File: config.mk
export PLATFORM = sky130hd
export DESIGN_NAME = link_anim_ctrl
export DESIGN_NICKNAME = d
export VERILOG_FILES = /design/src/rtl/link_anim_ctrl.sv
export SDC_FILE = /design/constraint.sdc
export NUM_CORES = 1
export LEC_CHECK = 0
export CAP_MARGIN = 10
export CORE_MARGIN = 2
export CORE_UTILIZATION = 47
export CTS_CLUSTER_DIAMETER = 150
export DETAILED_ROUTE_END_ITERATION = 8
export PLACE_DENSITY = 0.77
export SLEW_MARGIN = 15
export SYNTH_ARGS = -nofsm -noshare
export SYNTH_HDL_FRONTEND = slang
export SYNTH_SLANG_ARGS = --single-unit
export TNS_END_PERCENT = 5
File: constraint.sdc
create_clock -name vga_clk -period 3.65 [get_ports vga_clk]
set_clock_uncertainty 0.2 [all_clocks]
set_input_delay 0.9125 -clock vga_clk [delete_from_list [all_inputs] [get_ports vga_clk]]
set_output_delay 0.9125 -clock vga_clk [all_outputs]
set_load 0.05 [all_outputs]
File: src/rtl/link_anim_ctrl.sv
`default_nettype none
// ============================================================================
// Module      : link_anim_ctrl
// Description : Player sprite sequencer. Frame-rate position, facing and walk
//               animation, plus beam-relative ROM addressing and hit flag.
// Revision    : 1.0 - initial release
// ============================================================================
module link_anim_ctrl #(
    parameter int STEP     = 2,
    parameter int ANIM_DIV = 8,
    parameter int X_INIT   = 304,
    parameter int Y_INIT   = 224,
    parameter int X_MAX    = 608,
    parameter int Y_MAX    = 448
) (
    input  logic       vga_clk,
    input  logic       Reset,
    input  logic       frame_start,
    input  logic       move_valid,
    input  logic [1:0] move_dir,
    input  logic [9:0] DrawX,
    input  logic [9:0] DrawY,
    input  logic       blank,
    input  logic [3:0] rom_q,
    output logic [9:0] pos_x,
    output logic [9:0] pos_y,
    output logic [2:0] sprite_sel,
    output logic [9:0] rom_address,
    output logic       sprite_hit
);

    localparam int CNT_W = (ANIM_DIV > 1) ? $clog2(ANIM_DIV) : 1;

    localparam logic [9:0]       c_step     = 10'(STEP);
    localparam logic [9:0]       c_x_init   = 10'(X_INIT);
    localparam logic [9:0]       c_y_init   = 10'(Y_INIT);
    localparam logic [10:0]      c_x_max    = 11'(X_MAX);
    localparam logic [10:0]      c_y_max    = 11'(Y_MAX);
    localparam logic [CNT_W-1:0] c_cnt_last = CNT_W'(ANIM_DIV - 1);
    localparam logic [1:0]       c_dir_init = 2'd3;

    typedef enum logic [0:0] {
        S_IDLE = 1'b0,
        S_WALK = 1'b1
    } state_t;

    state_t           r_state;
    logic [9:0]       r_pos_x;
    logic [9:0]       r_pos_y;
    logic [1:0]       r_dir;
    logic             r_frame;
    logic [CNT_W-1:0] r_cnt;
    logic             r_hit_d;

    logic [10:0] w_x_sum;
    logic [10:0] w_y_sum;
    logic [9:0]  w_x_inc;
    logic [9:0]  w_y_inc;
    logic [9:0]  w_x_dec;
    logic [9:0]  w_y_dec;
    logic [9:0]  w_step_x;
    logic [9:0]  w_step_y;
    logic [9:0]  w_dx;
    logic [9:0]  w_dy;
    logic        w_in_sprite;

    // Saturating step in both directions; sum is 11 bits so it cannot wrap.
    assign w_x_sum = {1'b0, r_pos_x} + {1'b0, c_step};
    assign w_y_sum = {1'b0, r_pos_y} + {1'b0, c_step};
    assign w_x_inc = (w_x_sum > c_x_max) ? c_x_max[9:0] : w_x_sum[9:0];
    assign w_y_inc = (w_y_sum > c_y_max) ? c_y_max[9:0] : w_y_sum[9:0];
    assign w_x_dec = (r_pos_x < c_step) ? 10'd0 : r_pos_x - c_step;
    assign w_y_dec = (r_pos_y < c_step) ? 10'd0 : r_pos_y - c_step;

    always_comb begin
        w_step_x = r_pos_x;
        w_step_y = r_pos_y;
        case (move_dir)
            2'd0:    w_step_y = w_y_dec;
            2'd1:    w_step_y = w_y_inc;
            2'd2:    w_step_x = w_x_dec;
            default: w_step_x = w_x_inc;
        endcase
    end

    always_ff @(posedge vga_clk) begin
        if (Reset) begin
            r_state <= S_IDLE;
            r_pos_x <= c_x_init;
            r_pos_y <= c_y_init;
            r_dir   <= c_dir_init;
            r_frame <= 1'b0;
            r_cnt   <= '0;
            r_hit_d <= 1'b0;
        end else begin
            r_hit_d <= w_in_sprite & blank;
            if (frame_start) begin
                case (r_state)
                    S_IDLE: begin
                        if (move_valid) begin
                            r_dir   <= move_dir;
                            r_pos_x <= w_step_x;
                            r_pos_y <= w_step_y;
                            r_cnt   <= '0;
                            r_state <= S_WALK;
                        end
                    end
                    default: begin
                        if (move_valid) begin
                            r_pos_x <= w_step_x;
                            r_pos_y <= w_step_y;
                            if (move_dir == r_dir) begin
                                if (r_cnt == c_cnt_last) begin
                                    r_cnt   <= '0;
                                    r_frame <= ~r_frame;
                                end else begin
                                    r_cnt <= r_cnt + 1'b1;
                                end
                            end else begin
                                // Turning keeps the leg pose, restarts the cadence
                                r_dir <= move_dir;
                                r_cnt <= '0;
                            end
                        end else begin
                            r_state <= S_IDLE;
                            r_frame <= 1'b0;
                            r_cnt   <= '0;
                        end
                    end
                endcase
            end
        end
    end

    // Modulo subtraction: beam left of / above the sprite wraps large.
    assign w_dx        = DrawX - r_pos_x;
    assign w_dy        = DrawY - r_pos_y;
    assign w_in_sprite = (w_dx < 10'd32) && (w_dy < 10'd32);
    assign rom_address = w_in_sprite ? {w_dy[4:0], w_dx[4:0]} : 10'd0;

    assign sprite_hit = r_hit_d & (rom_q != 4'd0);
    assign pos_x      = r_pos_x;
    assign pos_y      = r_pos_y;
    assign sprite_sel = {r_dir, r_frame};

endmodule
`default_nettype wire

==> flow_metrics.py, run 1 <==
metrics = {
    "clocking": {
        "htree_num_levels": 1,
        "clkTransAtPathRegs_ps": 110,
        "hold_buffers": 0,
        "cts_buffers": 3,
        "insertion_delay_ps": 280,
        "cts_tree": "done",
        "clockRootBuffer": "clkbuf_8",
        "clock-sinks": 26,
        "cts_buffer_depth": 2,
    },
    "grt": {
        "grt_pass1_vias": 3379,
        "grt_start_max_net_pins": 18,
        "globalRouteTotalUtil_pct": 26.6,
        "grt-ovfl-total": 0,
        "antenna_found_initial": 0,
        "grt_pass1_wl_mm": 16.0,
    },
    "floorplan": {
        "row_count": 29,
        "chipHeight_um": 84.7,
        "initial_core_util_pct": 48.5,
        "coreArea_mm2": 0.00631,
        "die_w_um": 84.7,
        "dieArea_mm2": 0.00717,
        "io_pins": 65,
    },
    "setup_path": {
        "crit_family": "buffers and inverters",
        "crit_type": "in2out",
        "worstPathArrival_ps": 3100,
        "worstPathCellList": "clkdlybuf4s15_1, ha_4, nand2_2, a211o_1, and3_1, a211oi_2, o2111ai_2, bufbuf_16, nor4b_4, buf_12",
        "slowest_stage": "bufbuf_16",
        "cp_num_cells": 10,
        "start_kind": "primary input",
        "required_ps": 2540,
        "endpoint_kind": "output pin",
        "critPathMaxStageDelay_ps": 320,
        "reg2reg_depth": 8,
        "path_buf_inv": 3,
        "critPathMaxFanout": 5,
    },
    "place": {
        "post-dp-hpwl_mm": 7.07,
        "numPortBuffers": 62,
        "gp_congestion": 0.984,
    },
    "synthesis": {
        "ys_types": 67,
        "synthCells": 410,
        "ys_top_cells_by_area": "dfxtp_1 (17%), ha_1 (9.0%), a21oi_1 (4.4%), o21ai_0 (3.8%), nor2_1 (3.7%)",
        "synth-edff-count": 0,
        "synth_top_area_share_pct": 17.0,
        "yosys.area.top_type": "dfxtp_1",
        "synth-main-ff-cell": "dfxtp_1",
        "ys_ff_latch": 26,
        "syn_area_mm2": 0.00306,
        "synth.avg_cell_area_um2": 7.46,
        "synth_warnings": 0,
        "ys_seq_area_share_pct": 17.0,
        "synthArstFlopShare_pct": 0,
    },
    "outcome": {
        "status": "finished, violations left",
        "failed_checks": "negative setup slack",
    },
    "cells_and_area": {
        "nNetsFinal": 561,
        "syn2layout_area_growth_pct": 53.3,
        "num_antenna_cells": 0,
        "drive_gt1_share_pct": 26.9,
    },
    "job": {
        "maxCapViolations": 0,
    },
    "power": {
        "ir_drop_uv": 259,
        "power_density_mw_per_mm2": 218,
        "power.leakage_nw": 1.76,
        "p_clk_share_pct": 25.1,
        "p_comb_share_pct": 45.7,
        "p_sw_share_pct": 36.2,
        "power_w": 0.00102,
        "switchingPower_w": 0.000371,
        "seqPwrFrac_pct": 29.2,
        "internal_power_w": 0.000653,
    },
    "timing": {
        "setup_viol": 10,
        "worst_hold_slack_ps": 319,
        "worst_slew_pin_slew_ps": 716,
        "period_share_pct": 115,
        "hold_viol": 0,
        "slew_violations": 0,
        "slew_headroom_pct": 51.8,
        "max_freq_ghz": 0.237,
        "min_period_ps": 4210,
        "setup_ws_ps": -563,
        "setup_tns_ps": -5210,
        "rsz0062_at_grt": "yes",
    },
    "routing": {
        "drtIter0Drc": 533,
        "drc": 0,
        "vias_per_cell": 6.20,
        "route.vias.total": 3611,
        "ant_nets": 0,
        "wl_per_cell_um": 16.5,
        "dr.pass1.iters": 5,
        "drt-total-wl_mm": 9.60,
    },
    "worst_hold_path": {
        "hold_path_depth": 2,
        "hold_class": "reg2reg",
    },
}
worst paths after layout:
check	startpoint	endpoint	slack, ps
max	DrawY[5]	rom_address[0]	-560
min	r_state	r_state	320
max reg2reg	pos_x[1]	pos_x[7]	770
min reg2reg	r_state	r_state	320
metal layers:
metal  wire length, um  track usage [%]
met4               104             4.47
met3               682             3.05
met1              4210             36.7
met5                 0                0
met2              4610             45.3
tightest hold or removal path, stage by stage (launching register included):
cell and delay, ps:
dfxtp_1 350, nand2b_1 70, a21oi_1 60
layout by cell type, fill, tap and decap left out, drive strengths merged, types with 12 or more instances in the layout:
cell           instances
buf                   67
clkdlybuf4s50         35
o21ai                 33
nor2                  30
a21oi                 27
dfxtp                 26
nand2                 24
ha                    22
inv                   21
nor3                  21
nand3                 19
nor4                  12
cell type report:
type                       count  area, um2
clock inverter                 1       30.0
clock buffer                   3       41.3
sequential                    26        534
timing repair buffer         117       1190
multi-input combinational    337       2710
inverter                      21       78.8
fill                         483       1630
tap                           77       96.3
timing repair:
| action | CTS | global route |
|---|---|---|
| cloned | 1 | 0 |
| gates resized for setup | 50 | 3 |
| endpoints found under the setup margin | 10 | 10 |
| pin swaps | 32 | 3 |
| buffers inserted | 5 | 0 |
per-stage QoR:
| stage | cells | instance area (um2) | util, % | setup slack, ps |
|---|---|---|---|---|
| after global placement | 572 | 4390 | 69.5 | -829 |
| after CTS | 582 | 4670 | 74.0 | -592 |
| after floorplan | 413 | 3330 | - | -458 |
| final | 582 | 4690 | 74.3 | -563 |
| after global routing | 582 | 4690 | 74.3 | -644 |
| after detailed placement | 572 | 4390 | 69.5 | -909 |
power groups by stage:
stage / logic, W / registers, W / clock network, W
finish: 0.000468 / 0.000299 / 0.000257
global placement: 0.000421 / 0.000305 / 0
CTS: 0.000457 / 0.000299 / 0.000258
global route: 0.000501 / 0.000301 / 0.000269
floorplan: 0.000257 / 0.000334 / 0
detailed placement: 0.000431 / 0.000306 / 0
kinds of logic (layout without fill, tap and decap cells):
| logic type | Yosys count | in the layout | synth area share, % |
|---|---|---|---|
| XOR/XNOR | 18 | 18 | 5.15 |
| buffers and inverters | 50 | 142 | 7.32 |
| flip-flops | 26 | 26 | 17.0 |
| other | 1 | 4 | 0.123 |
| multiplexers | 3 | 3 | 0.982 |
| AO/OA/AOI/OAI | 137 | 137 | 30.7 |
| adder cells (fa/ha/maj) | 24 | 24 | 10.3 |
| AND/OR/NAND/NOR | 151 | 151 | 28.4 |
Yosys cell counts (all sizes together) (5+ instances only):
cell type / instances
a211oi: 5
a21o: 11
a21oi: 27
a31oi: 9
buf: 19
clkbuf: 10
dfxtp: 26
ha: 22
inv: 21
nand2: 24
nand2b: 8
nand3: 19
nand4: 5
nor2: 30
nor3: 21
nor4: 12
nor4b: 6
o21a: 9
o21ai: 33
o31ai: 6
or3: 6
xnor2: 11
xor2: 7
flip-flops by register name (all words and copies together), names as in the netlist:
signal   cells
r_frame      1
pos_x        9
r_cnt        3
r_dir        2
r_state      1
pos_y        9
r_hit_d      1
Power figures use the tool's default switching activity.
==> run 2, diff against run 1 <==
CELL_PAD_IN_SITES_DETAIL_PLACEMENT = 1   (was unset)
CELL_PAD_IN_SITES_GLOBAL_PLACEMENT = 2   (was unset)
CORE_UTILIZATION = 26   (was 47)
PLACE_DENSITY = 0.75   (was 0.77)
SLEW_MARGIN = 30   (was 15)
==> run 2 against run 1 <==
Via count decreased by 2.2%. Wire length up 24%. Register-to-register slack got worse by 70 ps. Combinational power increased by 7.3%. Final cell count increased by 13%. Core utilization fell by 32 points. Total power up 12%. Hold slack got worse by 7.6 ps. Sequential power about the same. The run still ends with negative setup slack left. Fmax is 1.3% lower. Die area is 76% higher.
==> flow_metrics.py, run 2 (synthesis results as in run 1) <==
metrics = {
    "power": {
        "p_comb_share_pct": 43.7,
        "switchingPower_w": 0.000403,
        "power_density_mw_per_mm2": 234,
        "p_sw_share_pct": 35.1,
        "seqPwrFrac_pct": 26.1,
        "p_clk_share_pct": 30.2,
        "power_w": 0.00115,
        "power.leakage_nw": 1.82,
        "ir_drop_uv": 151,
        "internal_power_w": 0.000744,
    },
    "grt": {
        "grt_start_max_net_pins": 24,
        "globalRouteTotalUtil_pct": 19.0,
        "grt_pass1_wl_mm": 19.7,
        "grt-ovfl-total": 0,
        "grt_pass1_vias": 3771,
        "antenna_found_initial": 0,
    },
    "clocking": {
        "hold_buffers": 0,
        "clock-sinks": 26,
        "cts_buffers": 3,
        "clockRootBuffer": "clkbuf_16",
        "htree_num_levels": 1,
        "cts_buffer_depth": 2,
        "cts_tree": "done",
        "insertion_delay_ps": 280,
        "clkTransAtPathRegs_ps": 80,
    },
    "setup_path": {
        "r2r_slack_ps": 700,
        "path_buf_inv": 6,
        "critPathMaxFanout": 7,
        "reg2reg_from": "pos_x[1]",
        "critPathMaxStageDelay_ps": 300,
        "required_ps": 2540,
        "cp_common_cell": "buf_12",
        "start_kind": "primary input",
        "reg2reg_to": "pos_x[3]",
        "worstPathArrival_ps": 3160,
        "reg2reg_depth": 8,
        "worstPathCellList": "buf_6, ha_4, o21a_1, o211ai_1, buf_4, buf_4, a31oi_1, a221oi_1, a211o_1, buf_12, buf_12, nor4b_4, buf_12",
        "slowest_stage": "a211o_1",
        "endpoint_kind": "output pin",
        "crit_type": "in2out",
        "crit_family": "buffers and inverters",
    },
    "timing": {
        "slew_violations": 0,
        "slew_headroom_pct": 53.5,
        "worst_slew_pin_slew_ps": 691,
        "min_period_ps": 4270,
        "rsz0062_at_grt": "yes",
        "period_share_pct": 117,
        "worst_hold_slack_ps": 312,
        "max_freq_ghz": 0.234,
        "setup_ws_ps": -618,
        "hold_viol": 0,
        "setup_tns_ps": -5860,
        "setup_viol": 10,
    },
    "worst_hold_path": {
        "hold_path_depth": 2,
        "min_from": "r_dir[0]",
        "hold_class": "reg2reg",
        "min_to": "r_dir[0]",
    },
    "cells_and_area": {
        "drive_gt1_share_pct": 29.3,
        "final_common_cell": "buf_4",
        "fin_area_mm2": 0.00489,
        "nNetsFinal": 572,
        "num_antenna_cells": 0,
        "syn2layout_area_growth_pct": 60.0,
        "mostFrequentLayoutCells": "buf_4 (61), clkdlybuf4s50_1 (35), nor2_1 (30)",
    },
    "routing": {
        "drt-total-wl_mm": 11.9,
        "dr.pass1.iters": 4,
        "drc": 0,
        "wl_per_cell_um": 18.1,
        "ant_nets": 0,
        "vias_per_cell": 5.36,
        "route.vias.total": 3531,
        "drtIter0Drc": 110,
    },
    "floorplan": {
        "coreArea_mm2": 0.0115,
        "initial_core_util_pct": 26.7,
        "io_pins": 65,
        "row_count": 39,
        "dieArea_mm2": 0.0126,
        "chipHeight_um": 112,
        "die_w_um": 112,
    },
    "place": {
        "numPortBuffers": 62,
        "place_area_mm2": 0.00451,
        "gp_congestion": 0.872,
        "pre_cts_ws_ps": -959,
        "post-dp-hpwl_mm": 8.89,
    },
    "outcome": {
        "failed_checks": "negative setup slack",
        "status": "finished, violations left",
    },
    "job": {
        "maxCapViolations": 0,
    },
}
==> run 2: cell types whose count changed in the layout (fill, tap and decap cells not counted), sizes merged <==
cell           before  now
bufbuf              1    0
clkbuf              3    4
buf                67   80
dlygate4sd2         5    4
clkdlybuf4s15       9    8
==> run 2: worst max path at each step <==
stage               startpoint  slack, ps             end  cells after the start
floorplan             DrawX[1]       -460  rom_address[2]                      9
global placement      DrawY[6]       -880  rom_address[2]                     10
detailed placement    DrawX[1]       -960  rom_address[0]                     10
CTS                   DrawX[2]       -620  rom_address[3]                     11
global route          DrawX[1]       -750  rom_address[3]                     10
finish                DrawX[2]       -620  rom_address[5]                     13
==> run 2: per-layer routing <==
layer	vias up	part of all wire, %	track usage [%]	wire [um]
met5	-	0	0	0
met4	0	1.2	3.98	139
met3	10	2.8	2.86	339
met2	57	51	34.4	6070
met1	1717	45	23.8	5380
li1	1747	-	-	-
==> run 2: power groups by stage <==
stage               sequential [W]  clock (W)  combinational (W)
floorplan                 0.000334          0           0.000257
global placement          0.000305          0           0.000442
detailed placement        0.000306          0           0.000452
CTS                       0.000299   0.000357           0.000498
global route              0.000301   0.000365           0.000541
finish                    0.000299   0.000346           0.000502
==> run 2: cell type report <==
cell class | count | area [um2]
repair buffers | 128 | 1270
clock inverters | 1 | 30.0
inverters | 21 | 78.8
clock buffers | 3 | 75.1
multi-input cells | 337 | 2730
fillers | 1349 | 6570
well taps | 143 | 179
flip-flops and latches | 26 | 534
==> run 2: per-stage QoR <==
stage          cells  utilization [%]
2_1_floorplan    413                -
3_3_place_gp     643             39.3
3_5_place_dp     643             39.3
4_1_cts          658             42.7
5_1_grt          659             42.7
6_report         659             42.7
==> run 2: timing repair <==
action	in CTS	in global routing
buffers inserted	10	2
resized for setup	67	3
pin swaps	38	7
endpoints found under the setup margin	10	10
gates cloned	1	0
==> run 2: worst register-to-register path, stage by stage, from the launching register on <==
cell     delay [ps]
dfxtp_2         370
buf_4           200
ha_1            340
nand3_1         270
o21ai_0         540
a31oi_1         240
and2_1          230
o21ai_2         320
o22ai_1         130
==> run 3, diff against run 2 <==
GPL_ROUTABILITY_DRIVEN = 1   (was unset)
==> results of run 3 <==
Final layout, timing and power as in run 2 (identical DEF).
